<file path="config.mk">
export PLATFORM = sky130hd
export DESIGN_NAME = hazard_ctrl_flat
export DESIGN_NICKNAME = d
export VERILOG_FILES = /design/src/rtl/hazard_ctrl_if.sv /design/src/rtl/hazard_ctrl.sv /design/src/flat_wrapper.sv
export SDC_FILE = /design/constraint.sdc
export NUM_CORES = 1
export LEC_CHECK = 0
export ABC_AREA = 1
export CORE_UTILIZATION = 40
export CTS_BUF_LIST = sky130_fd_sc_hd__clkbuf_8
export CTS_CLUSTER_DIAMETER = 30
export CTS_CLUSTER_SIZE = 20
export DETAILED_ROUTE_END_ITERATION = 10
export HOLD_SLACK_MARGIN = 0.1
export PLACE_DENSITY = 0.78
export SYNTH_ARGS = -nofsm -noshare
export SYNTH_HDL_FRONTEND = slang
export SYNTH_SLANG_ARGS = --single-unit
</file>
<file path="constraint.sdc">
create_clock -name clk_i -period 2.44 [get_ports clk_i]
set_input_delay 0.61 -clock clk_i [delete_from_list [all_inputs] [get_ports clk_i]]
set_output_delay 0.61 -clock clk_i [all_outputs]
set_load 0.02 [all_outputs]
</file>
<file path="src/rtl/hazard_ctrl_if.sv">
// Hazard controller signal bundle: pipeline status into the scheduler,
// stall/flush controls and status back out to the pipeline.
interface hazard_ctrl_if #(
    parameter int unsigned CNT_W = 16
);
    logic             start_i;
    logic             IDEX_MemRead_i;
    logic [4:0]       IDEX_RDaddr_i;
    logic [4:0]       IFID_RS1addr_i;
    logic [4:0]       IFID_RS2addr_i;
    logic             EXMEM_MemRead_i;
    logic             EXMEM_MemWrite_i;
    logic             mem_ack_i;
    logic             Branch_i;
    logic             Hazard_o;
    logic             PCWrite_o;
    logic             IFIDWrite_o;
    logic             PipeWrite_o;
    logic             IFFlush_o;
    logic             err_o;
    logic [CNT_W-1:0] stall_cnt_o;

    // Pipeline side: drives stage status, receives stall/flush controls.
    modport master (
        output start_i, IDEX_MemRead_i, IDEX_RDaddr_i, IFID_RS1addr_i, IFID_RS2addr_i,
               EXMEM_MemRead_i, EXMEM_MemWrite_i, mem_ack_i, Branch_i,
        input  Hazard_o, PCWrite_o, IFIDWrite_o, PipeWrite_o, IFFlush_o, err_o, stall_cnt_o
    );

    // Scheduler side.
    modport slave (
        input  start_i, IDEX_MemRead_i, IDEX_RDaddr_i, IFID_RS1addr_i, IFID_RS2addr_i,
               EXMEM_MemRead_i, EXMEM_MemWrite_i, mem_ack_i, Branch_i,
        output Hazard_o, PCWrite_o, IFIDWrite_o, PipeWrite_o, IFFlush_o, err_o, stall_cnt_o
    );
endinterface

</file>
<file path="src/rtl/hazard_ctrl.sv">
// Stall/flush scheduler for the 5-stage core: load-use bubbles, memory-wait
// freeze with timeout to a sticky error state, taken-branch IF flush and a
// saturating stall-cycle counter.
module hazard_ctrl #(
    parameter int unsigned MAX_WAIT = 16,
    parameter int unsigned CNT_W    = 16
) (
    input logic          clk_i,
    input logic          rst_i,
    hazard_ctrl_if.slave hz
);

    localparam int unsigned WAIT_W = $clog2(MAX_WAIT + 1);

    typedef enum logic [1:0] {
        StIdle,
        StRun,
        StMemWait,
        StError
    } state_e;

    state_e             state_q, state_d;
    logic [WAIT_W-1:0]  wait_q, wait_d;
    logic [CNT_W-1:0]   stall_cnt_q, stall_cnt_d;

    logic memreq;
    logic loaduse;
    logic run_rules;
    logic hazard;
    logic pc_we;
    logic ifid_we;
    logic pipe_we;
    logic if_flush;
    logic active;

    // Hazard detection on the current stage contents.
    always_comb begin
        memreq  = hz.EXMEM_MemRead_i | hz.EXMEM_MemWrite_i;
        loaduse = hz.IDEX_MemRead_i && (hz.IDEX_RDaddr_i != 5'd0) &&
                  ((hz.IDEX_RDaddr_i == hz.IFID_RS1addr_i) ||
                   (hz.IDEX_RDaddr_i == hz.IFID_RS2addr_i));
    end

    // Next-state and control outputs; freeze (all zero) is the default.
    always_comb begin
        state_d   = state_q;
        wait_d    = wait_q;
        run_rules = 1'b0;
        hazard    = 1'b0;
        pc_we     = 1'b0;
        ifid_we   = 1'b0;
        pipe_we   = 1'b0;
        if_flush  = 1'b0;

        unique case (state_q)
            StIdle: begin
                hazard = 1'b1;
                if (hz.start_i) begin
                    state_d = StRun;
                end
            end
            StRun: begin
                if (memreq && !hz.mem_ack_i) begin
                    state_d = StMemWait;
                    wait_d  = WAIT_W'(1);
                end else begin
                    run_rules = 1'b1;
                end
            end
            StMemWait: begin
                if (hz.mem_ack_i) begin
                    // Ack cycle behaves like an ordinary RUN cycle.
                    state_d   = StRun;
                    wait_d    = '0;
                    run_rules = 1'b1;
                end else if (wait_q == WAIT_W'(MAX_WAIT)) begin
                    state_d = StError;
                    wait_d  = '0;
                end else begin
                    wait_d = wait_q + WAIT_W'(1);
                end
            end
            StError: begin
                state_d = StError;
            end
            default: begin
                state_d = StIdle;
                wait_d  = '0;
            end
        endcase

        if (run_rules) begin
            if (loaduse) begin
                // Hold PC and IF/ID; branch is re-evaluated once ID advances.
                hazard  = 1'b1;
                pipe_we = 1'b1;
            end else begin
                pc_we    = 1'b1;
                ifid_we  = 1'b1;
                pipe_we  = 1'b1;
                if_flush = hz.Branch_i;
            end
        end
    end

    // Saturating stall counter; only RUN/MEMWAIT cycles are counted.
    always_comb begin
        active      = (state_q == StRun) || (state_q == StMemWait);
        stall_cnt_d = stall_cnt_q;
        if (active && !pc_we && (stall_cnt_q != {CNT_W{1'b1}})) begin
            stall_cnt_d = stall_cnt_q + CNT_W'(1);
        end
    end

    // State, wait counter and stall counter registers.
    always_ff @(posedge clk_i or negedge rst_i) begin
        if (!rst_i) begin
            state_q     <= StIdle;
            wait_q      <= '0;
            stall_cnt_q <= '0;
        end else begin
            state_q     <= state_d;
            wait_q      <= wait_d;
            stall_cnt_q <= stall_cnt_d;
        end
    end

    assign hz.Hazard_o    = hazard;
    assign hz.PCWrite_o   = pc_we;
    assign hz.IFIDWrite_o = ifid_we;
    assign hz.PipeWrite_o = pipe_we;
    assign hz.IFFlush_o   = if_flush;
    assign hz.err_o       = (state_q == StError);
    assign hz.stall_cnt_o = stall_cnt_q;

endmodule

</file>
<file path="src/flat_wrapper.sv">
// flat-port wrapper written by rule: the top's interface ports become plain ports
module hazard_ctrl_flat 
#(
    parameter int unsigned MAX_WAIT = 16,
    parameter int unsigned CNT_W    = 16
)
  (clk_i, rst_i, hz_start_i, hz_IDEX_MemRead_i, hz_IDEX_RDaddr_i, hz_IFID_RS1addr_i, hz_IFID_RS2addr_i, hz_EXMEM_MemRead_i, hz_EXMEM_MemWrite_i, hz_mem_ack_i, hz_Branch_i, hz_Hazard_o, hz_PCWrite_o, hz_IFIDWrite_o, hz_PipeWrite_o, hz_IFFlush_o, hz_err_o, hz_stall_cnt_o);
  hazard_ctrl_if #(.CNT_W(CNT_W)) hz_i ();
  input logic clk_i;
  input logic rst_i;
  input wire logic [$bits(hz_i.start_i)-1:0] hz_start_i;
  input wire logic [$bits(hz_i.IDEX_MemRead_i)-1:0] hz_IDEX_MemRead_i;
  input wire logic [$bits(hz_i.IDEX_RDaddr_i)-1:0] hz_IDEX_RDaddr_i;
  input wire logic [$bits(hz_i.IFID_RS1addr_i)-1:0] hz_IFID_RS1addr_i;
  input wire logic [$bits(hz_i.IFID_RS2addr_i)-1:0] hz_IFID_RS2addr_i;
  input wire logic [$bits(hz_i.EXMEM_MemRead_i)-1:0] hz_EXMEM_MemRead_i;
  input wire logic [$bits(hz_i.EXMEM_MemWrite_i)-1:0] hz_EXMEM_MemWrite_i;
  input wire logic [$bits(hz_i.mem_ack_i)-1:0] hz_mem_ack_i;
  input wire logic [$bits(hz_i.Branch_i)-1:0] hz_Branch_i;
  output wire logic [$bits(hz_i.Hazard_o)-1:0] hz_Hazard_o;
  output wire logic [$bits(hz_i.PCWrite_o)-1:0] hz_PCWrite_o;
  output wire logic [$bits(hz_i.IFIDWrite_o)-1:0] hz_IFIDWrite_o;
  output wire logic [$bits(hz_i.PipeWrite_o)-1:0] hz_PipeWrite_o;
  output wire logic [$bits(hz_i.IFFlush_o)-1:0] hz_IFFlush_o;
  output wire logic [$bits(hz_i.err_o)-1:0] hz_err_o;
  output wire logic [$bits(hz_i.stall_cnt_o)-1:0] hz_stall_cnt_o;
  assign hz_i.start_i = hz_start_i;
  assign hz_i.IDEX_MemRead_i = hz_IDEX_MemRead_i;
  assign hz_i.IDEX_RDaddr_i = hz_IDEX_RDaddr_i;
  assign hz_i.IFID_RS1addr_i = hz_IFID_RS1addr_i;
  assign hz_i.IFID_RS2addr_i = hz_IFID_RS2addr_i;
  assign hz_i.EXMEM_MemRead_i = hz_EXMEM_MemRead_i;
  assign hz_i.EXMEM_MemWrite_i = hz_EXMEM_MemWrite_i;
  assign hz_i.mem_ack_i = hz_mem_ack_i;
  assign hz_i.Branch_i = hz_Branch_i;
  assign hz_Hazard_o = hz_i.Hazard_o;
  assign hz_PCWrite_o = hz_i.PCWrite_o;
  assign hz_IFIDWrite_o = hz_i.IFIDWrite_o;
  assign hz_PipeWrite_o = hz_i.PipeWrite_o;
  assign hz_IFFlush_o = hz_i.IFFlush_o;
  assign hz_err_o = hz_i.err_o;
  assign hz_stall_cnt_o = hz_i.stall_cnt_o;
  hazard_ctrl #(.MAX_WAIT(MAX_WAIT), .CNT_W(CNT_W)) u_core (.clk_i(clk_i), .rst_i(rst_i), .hz(hz_i));
endmodule
</file>
==> flow_summary_export.csv <==
group,metric,value,unit
route,avgViaCountPerCell,4.88,
synthesis,yosysWarnings,0,
cts,clk_pin_slew,0.08,ns
synthesis,netlist_instances,240,
cts,cts-buffers-inserted,3,
placement,dpl_cell_area,2200,um^2
global_routing,antenna_found_initial,0,
route,dr_total_vias,1693,
timing,finalCritPeriodShare,95.9,%
timing,rsz0062_at_grt,"false",
die,boundaryPins,45,
synthesis,synth_nets,270,
layout,area_delta_synth_final,35.7,%
power_and_ir_drop,pwr-share-comb,60.1,%
outcome,outcome,"complete, no violations",
route,drt_iter0_markers,93,
setup_path,startpoint,"hz_IFID_RS1addr_i[2]",
global_routing,grt_pass1_vias,1565,
layout,n_fill_cell,402,
route,drc,0,
cts,clock_path_buffers,2,
job,cap_viol_max_count,0,
route,final_antenna_net_count,0,
die,die_h,66.9,um
layout,final_area,2290,um^2
synthesis,ys_top_cells_by_area,"dfrtp_1, nand2_1, inv_1, nand4_1, ha_1",
timing,setup_ws,0.0998,ns
power_and_ir_drop,switchingPower,911,uW
power_and_ir_drop,clockPowerShare,11.9,%
layout,final_util,56.7,%
timing,hold_ws,0.539,ns
setup_path,regToRegSetupSlack,0.23,ns
setup_path,cp_max_fo,4,
synthesis,yosys_register_bits,23,
global_routing,gr-usage-all-layers,18.8,%
timing,max_freq,427,MHz
cts,cts_tree,"built",
setup_path,start_kind,"input port",
placement,hpwlAfterDp,2.83,mm
timing,fin_worst_skew,0.00378,ns
power_and_ir_drop,power.internal,1.07,mW
global_routing,grt_first_pass_wirelength,6.51,mm
synthesis,synth.avg_cell_area,7.02,um^2
synthesis,synth.top_cell.area_share,34.2,%
power_and_ir_drop,seq_power_share,27.9,%
die,start_util,41.8,%
layout,final_common_cell,"nand2_1",
die,dieArea,4470,um^2
layout,layout_common_cells,"nand2_1, inv_1, clkdlybuf4s50_1, dfrtp_1, nand4_1",
placement,dp_worst_setup_slack,-0.566,ns
timing,finalSetupViolCount,0,
setup_path,worstPathRequired,1.83,ns
global_routing,gr-total-overflow,0,
layout,drive_gt1_share,13.5,%
power_and_ir_drop,p_per_area,867,nW/um^2
placement,portBuffers,44,
power_and_ir_drop,vdd_drop_max,0.000389,V
cts,root_buffer,"clkbuf_8",
die,fp-row-count,23,
setup_path,reg2reg_to,"u_core.wait_q[3]$_DFFE_PN0P_",
setup_path,worst_setup_path_endpoint,"hz_IFFlush_o",
cts,cts_num_sinks,23,
die,die_w,66.9,um
die,coreArea,4030,um^2
cts,htreeDepth,1,
power_and_ir_drop,p_leak,1.21,nW
synthesis,ys_types,25,
min_path,hp-class,"reg2reg",
setup_path,cp.arrival,1.73,ns
timing,min_period,2.34,ns
route,dr.pass1.iters,4,
layout,fin_nets,328,
power_and_ir_drop,swShare,46.0,%
route,finalWirelength,3.88,mm
global_routing,grt_max_degree,24,
synthesis,yosysTopAreaCell,"dfrtp_1",
layout,diodes,0,
timing,worst_pin_slew,0.365,ns
cts,clk_latency,0.26,ns
placement,globalplace.congestion,0.781,
timing,final_hold_viol_count,0,
synthesis,yosysSeqAreaShare,34.2,%
timing,slew_headroom,75.5,%
timing,slew_violations,0,
setup_path,reg2reg_depth,14,
setup_path,path_class,"in2out",
setup_path,cp-end-kind,"primary output",
synthesis,synth_area,1680,um^2
setup_path,worstReg2RegStart,"u_core.state_q[1]$_DFFE_PN0P_",
route,routedWlPerCell,11.2,um
Yosys cell counts (all sizes together):
cell type,n
inv,38
ha,7
o21ai,8
nand3,15
nand2,80
dfrtp,23
o211ai,1
xnor2,5
xor2,6
nor3,3
a21oi,4
nor2,18
a31oi,1
nor4,1
nand4,22
buf,7
a21boi,1
stage by stage:
stage / std cells / total power [mW] / setup TNS, ns
6_report: 347 / 1.98 / 0
5_1_grt: 347 / 2.14 / 0
4_1_cts: 347 / 1.99 / -0.0278
3_5_place_dp: 336 / 1.70 / -3.17
3_3_place_gp: 336 / 1.68 / -2.76
2_1_floorplan: 240 / 1.33 / 0
how the worst min path moves through the flow:
stage / start / end / slack, ns / cells past startpoint
detailed placement: u_core.hz.stall_cnt_o[15]$_DFFE_PN0P_ / u_core.hz.stall_cnt_o[15]$_DFFE_PN0P_ / 0.52 / 2
global route: u_core.wait_q[4]$_DFFE_PN0P_ / u_core.wait_q[4]$_DFFE_PN0P_ / 0.58 / 2
floorplan: rst_i / u_core.hz.stall_cnt_o[0]$_DFFE_PN0P_ / 0.31 / 0
CTS: u_core.hz.stall_cnt_o[15]$_DFFE_PN0P_ / u_core.hz.stall_cnt_o[15]$_DFFE_PN0P_ / 0.55 / 2
global placement: u_core.hz.stall_cnt_o[15]$_DFFE_PN0P_ / u_core.hz.stall_cnt_o[15]$_DFFE_PN0P_ / 0.52 / 2
finish: u_core.hz.stall_cnt_o[15]$_DFFE_PN0P_ / u_core.hz.stall_cnt_o[15]$_DFFE_PN0P_ / 0.54 / 2
power by group through the flow:
stage | Combinational [mW] | Sequential [mW] | Clock (mW)
final | 1.19 | 0.554 | 0.236
after global routing | 1.31 | 0.567 | 0.261
after CTS | 1.19 | 0.554 | 0.249
after detailed placement | 1.14 | 0.562 | 0
after global placement | 1.11 | 0.561 | 0
after floorplan | 0.727 | 0.600 | 0
what timing repair did:
| item | in CTS | in global routing |
|---|---|---|
| hold buffers | 0 | 0 |
| buffers inserted | 7 | 0 |
| setup endpoints to repair | 5 | 4 |
| pin swaps | 7 | 5 |
| gates resized for setup | 39 | 5 |
critical path: stages:
cell and delay, ns:
clkdlybuf4s50_1 0.47, xnor2_1 0.12, nand3_1 0.09, nand2_1 0.10, nand2_2 0.07, nand2_4 0.08
nor2_1 0.05, buf_4 0.15
layout make-up:
type	count	area (um^2)	share of cell area (%)
well taps	50	62.6	2.74
multi-input cells	172	913	40.0
clock buffers	3	41.3	1.81
inverters	38	143	6.24
clock inverters	1	5.00	0.219
flip-flops and latches	23	576	25.2
repair buffers	60	546	23.9
kinds of logic (layout without fill, tap and decap cells):
kind of cell	after synthesis	in the layout	synth area share [%]
and+or+nand+nor	139	139	38.3
buffers and inverters	45	102	11.6
DFF	23	23	34.2
AOI/OAI and AO/OA	15	15	5.05
xor gates and xnor gates	11	11	5.72
adders and majority gates	7	7	5.20
registers in the layout, indices dropped and copies added, names as in the netlist:
signal	count
u_core.hz.stall_cnt_o	16
u_core.state_q	2
u_core.wait_q	5
metal layers:
| layer | share of wire [%] | GRT usage, % |
|---|---|---|
| met1 | 45 | 22.0 |
| met2 | 49 | 34.2 |
| met3 | 4.7 | 4.28 |
| met4 | 1.3 | 4.26 |
| met5 | 0 | 0 |
No activity file was read; power rests on OpenSTA's default activity.
==> edit 1 (config.mk and constraints unchanged) <==
`MAX_WAIT` is set to 16 in 2 places; all go to 32.
--- a/src/rtl/hazard_ctrl.sv
+++ b/src/rtl/hazard_ctrl.sv
@@ -4,3 +4,3 @@
 module hazard_ctrl #(
-    parameter int unsigned MAX_WAIT = 16,
+    parameter int unsigned MAX_WAIT = 32,
     parameter int unsigned CNT_W    = 16
--- a/src/flat_wrapper.sv
+++ b/src/flat_wrapper.sv
@@ -3,3 +3,3 @@
 #(
-    parameter int unsigned MAX_WAIT = 16,
+    parameter int unsigned MAX_WAIT = 32,
     parameter int unsigned CNT_W    = 16
Function: no difference found for any inputs over 10 cycles, from zero or initial values and one cycle with rst_i low; that may be too few to reach the edited logic, so the function may still have changed.
==> edit 1 against the unedited design <==
  * Synthesized area rose by 13%
  * Cell area rose by 9.7%
  * Power rose by 6.0%
  * Non-clock buffer count fell by 4
  * Wire length rose by 8.9%
  * The run now ends with DRC left
  * Setup slack improved by 27 ps
  * Sequential power rose by 4%
  * Via count rose by 7.1%
  * Register-to-register slack improved by 350 ps
  * Sequential cell count rose by 1
  * Largest power group unchanged
==> edit 1: results (changes against the unedited design) <==
The final reports fail on DRC. Mean number of vias per cell: 4.94 (+1.3%). The startpoint identified for the worst register-to-register timing path is u_core.state_q[0]. Post-synthesis cell count: 262 (+9.2%).

The detailed-router iteration count before antenna repair came out at 7 (+3). The highest ir drop seen on vdd is 0.564 mV (+45%), and the number of cell instances on the worst register-to-register path is 9 (-5). The maximum clock skew at final layout is 5.19 ps (+1.41 ps), and the fraction of layout cells with a size suffix above 1 is 16.5% (+3.0 points). The tools report the estimated wirelength of the detail-placed design as 3.22 mm (+14%). The cell area after placement was 2430 µm² (+10%); the compound-cell area share of the yosys netlist was 5.19% (+0.14 points). The logs give 292 (+8.1%) for the synthesized netlist net count and 362 (+7.7%) for the number of placed instances with taps included.

The total routing resource utilization after global routing was 18.3% (-0.52 points); the count of cells resized by post-cts repair was 43 (+10%). The endpoint identified for the worst register-to-register timing path is u_core.hz.stall_cnt_o[2]. The largest driver fanout on the critical path was 3 (-1).

The critical path starts at hz_IFID_RS2addr_i[3]. The final net count came out at 346 (+5.5%). The timing endpoint of the critical path is hz_PCWrite_o. For the cell leakage power, the log shows 1.28 nW (+5.2%). Filler-free cell count of the finished design: 367 (+5.8%). The run finished, with violations left. The final routed DRC violation total came out at 2 (+2). The run gives 1 (-6) as the post-CTS repair timing setup buffer count.
-- edit 1: cell types whose count changed after synthesis, moves of 3 or more --
cell and change:
inv_1 +3, inv_2 +4, o21ai_0 -4, nor3_1 +4
nor2_4 +3, nand2_1 -5, nand3_1 +7
-- edit 1: where the power goes --
part | internal, mW | switching (mW)
registers | 0.481 | 0.0924
clock network | 0.144 | 0.128
logic | 0.521 | 0.733
total | 1.15 | 0.954
-- edit 1: how the worst min path moves through the flow --
stage,end,slack (ps),cells past startpoint
4_1_cts,u_core.state_q[1],530,2
6_report,u_core.state_q[1],520,2
3_3_place_gp,u_core.state_q[1],500,2
5_1_grt,u_core.state_q[1],560,2
3_5_place_dp,u_core.state_q[1],510,2
2_1_floorplan,u_core.hz.stall_cnt_o[0],310,0
-- edit 1: cell type report --
| type | count | area [µm²] |
|---|---|---|
| clock buffers | 4 | 55.1 |
| fillers | 430 | 1970 |
| inverters | 47 | 176 |
| multi-input cells | 184 | 1080 |
| flip-flops and latches | 24 | 601 |
| well taps | 52 | 65.1 |
| repair buffers | 56 | 534 |
-- edit 1: worst max-delay path, cell delays in order --
cell	delay, ps
clkdlybuf4s50_1	470
xnor2_1	120
nand3_1	110
nand2_2	90
nand2_4	70
nand2_8	70
inv_2	40
buf_6	120
-- edit 1: cells by family after synthesis --
group | after synthesis
compound gates | 15
xor+xnor | 9
fa+ha+maj | 7
buf+inv | 54
flops | 24
simple gates | 153
-- edit 1: layer usage --
metal / global-route usage [%] / part of all wire (%) / wire [µm] / vias to the layer above
li1: - / - / - / 944
met3: 3.56 / 3.0 / 128 / 2
met4: 2.00 / 0.19 / 8 / 0
met1: 22.6 / 46 / 1950 / 841
met2: 34.0 / 51 / 2140 / 26
met5: 0 / 0 / 0 / -
==> edit 2 (same flow settings) <==
Without the edit above. Reset style: synchronous (`rst_i`), changed in one clocked block.
--- a/src/rtl/hazard_ctrl.sv
+++ b/src/rtl/hazard_ctrl.sv
@@ -115,3 +115,3 @@
     // State, wait counter and stall counter registers.
-    always_ff @(posedge clk_i or negedge rst_i) begin
+    always_ff @(posedge clk_i) begin
         if (!rst_i) begin
Function: differs if rst_i is asserted again (counterexample within 4 cycles, from zero or initial values and one cycle with rst_i low); with rst_i held inactive, the same outputs for 10 cycles.
==> edit 2 against the unedited design <==
  * Setup slack got worse by 21 ps
  * Synthesized cell count grew 26%
  * Synthesized area rose by 6.3%
  * Wire length down 2.0%
  * Power down 27%
  * Sequential cell count is the same
  * Core utilization hardly changed
  * Cell area rose by 2.8%
  * Fmax is 0.89% lower
  * Combinational power shrank 38%
  * Critical path depth stayed put
  * Global-route usage decreased by 1.6 points
  * Critical endpoint is now hz_PCWrite_o
  * Largest cell class unchanged
  * Largest power group unchanged
==> edit 2: results (changes against the unedited design) <==
The number of I/O port buffers is 44 (unchanged). The most used flip-flop cell after synthesis is dfxtp_1. The number of flip-flops under the largest register name came out at 16 (unchanged). Following the worst setup path forward leads to its endpoint at hz_PCWrite_o. In this run the worst hold path is classified as reg2reg.

The tools report the cell leakage power as 1.17 nW (-3.8%). Unique cell type count in the Yosys netlist: 31 (+24%). The internal power contribution was 0.824 mW (-23%); the proportion of power drawn by flip-flops and latches was 32.6% (+4.7 points). The maximum clock skew at final layout came out at 3.53 ps (-0.256 ps). Largest net degree at the start of global routing: 31 (+29%).

The deepest clock path buffer count was 2 (unchanged); the fraction of power spent switching nets was 43.1% (-2.9 points). The global-route wire length before repair was 6.27 mm (-3.6%); the final weighted congestion in routability-driven placement was 0.780 (-0.14%). Share of async-settable or async-resettable flops after synthesis: 0% (-100 points).

The synthesized netlist net count was 332 (+23%). The run finished with clean final reports. The slew at the pin closest to its max-slew limit is 352 ps (-12.8 ps), and the detailed-routing wirelength on met1 is 1.79 mm (+2.0%). The tools report the final worst setup slack as 78.8 ps (-21.0 ps). The fraction of layout cells with a size suffix above 1 is 10.3% (-3.2 points).

Largest driver fanout on the critical path: 3 (-1). For the post-route worst hold slack, the log shows 495 ps (-43.5 ps). The detailed-router iteration count before antenna repair is 4 (unchanged). The run gives 25.7% (-8.5 points) as the sequential fraction of the synthesis area.

The number of placed instances with taps included is 393 (+17%). The estimated wirelength of the detail-placed design was 2.88 mm (+1.6%). The logs give -504 ps (+61.9 ps) for the worst slack after detailed placement and 428 (+6.5%) for the total of fill cells in the finished design. The logs give 302 (+26%) for the post-synthesis cell count and 2270 µm² (+3.2%) for the cell area after placement. The final routed wirelength across all metal layers was 3.80 mm (-2.0%); the setup slack of the worst register-to-register path was 520 ps (+290 ps). The run gives 380 (+16%) as the final net count. The tools report the met3 wire length as 146 µm (-21%). Met2 wirelength from detailed routing: 1.82 mm (-3.4%). The number of cell instances on the worst register-to-register path came out at 10 (-4). Launching instance or port of the critical path: hz_IFID_RS1addr_i[2].

The run gives 1750 ps (+20 ps) as the worst endpoint data arrival time. The part of the total power dissipated in combinational logic is 50.6% (-9.5 points). The tools report the destination of the worst register-to-register timing path as u_core.hz.stall_cnt_o[0]. The highest layer touched by signal routing is met4. The tools report the number of diodes as 0 (unchanged). The total routing resource utilization after global routing is 17.2% (-1.6 points).

The largest individual stage delay along the critical path comes from the cell clkdlybuf4s50_1. The number of global-route vias before repair is 1526 (-2.5%). The routed wirelength normalized by instance count is 9.52 µm (-15%).

Sorting the synthesized cells by how often they occur yields 75 x nand2_1, 67 x inv_1, 40 x nor2_1. The mean number of vias per cell was 4.72 (-3.2%). The source of the worst register-to-register timing path is u_core.state_q[0].

By area the synthesized netlist is led by dfxtp_1 26%, nand2_1 16%, inv_1 14%. The tools report the number of synthesis warnings as 0 (unchanged). The logs give 0.516 mV (+32%) for the highest ir drop seen on vdd and 106 (+14%) for the count of routing violations after the opening detailed-route iteration. The clock root buffer was clkbuf_8.
[edit 2: changes by cell type after synthesis, moves of 3 or more]
cell     change
dfxtp_1     +23
nand2_1      -3
nor2_1      +24
xor2_1       -6
inv_1       +32
dfrtp_1     -23
nand3_1      +9
[edit 2: cell type report]
type / instances / area, µm² / share of cell area [%]
clock inverter: 1 / 5.00 / 0.213
sequential: 23 / 460 / 19.6
tap: 50 / 62.6 / 2.66
inverter: 71 / 267 / 11.3
clock buffer: 3 / 41.3 / 1.76
multi-input combinational: 199 / 1010 / 43.1
timing repair buffer: 52 / 502 / 21.4
[edit 2: metal layers]
metal | vias up | GRT usage [%]
met4 | 0 | 4.59
met2 | 30 | 29.5
met3 | 4 | 2.96
li1 | 1024 | -
met5 | - | 0
met1 | 827 | 21.9
[edit 2: logic make-up after synthesis]
family	Yosys count	synth area share [%]
AOI/OAI and AO/OA	17	5.73
xor gates and xnor gates	3	1.47
adders and majority gates	7	4.89
buffers and inverters	80	18.6
DFF	23	25.7
and+or+nand+nor	172	43.6
[edit 2: worst max-delay path: cells and delay by family]
kind | cells | cell delay, ps
XOR/XNOR | 1 | 130
buffers and inverters | 3 | 640
AND/OR/NAND/NOR | 4 | 370
[edit 2: worst min-delay path by stage]
stage,from,to,cells past startpoint
2_1_floorplan,u_core.state_q[1],u_core.state_q[1],1
3_3_place_gp,u_core.state_q[1],u_core.state_q[1],1
3_5_place_dp,u_core.state_q[1],u_core.state_q[1],1
4_1_cts,u_core.state_q[1],u_core.state_q[1],1
5_1_grt,u_core.state_q[1],u_core.state_q[1],1
6_report,u_core.state_q[1],u_core.state_q[1],1
[edit 2: what timing repair did]
item,in CTS,in global routing
resized for setup,34,14
endpoints found under the hold margin,0,0
endpoints found under the setup margin,5,5
buffers inserted,1,1
pin swaps,5,11
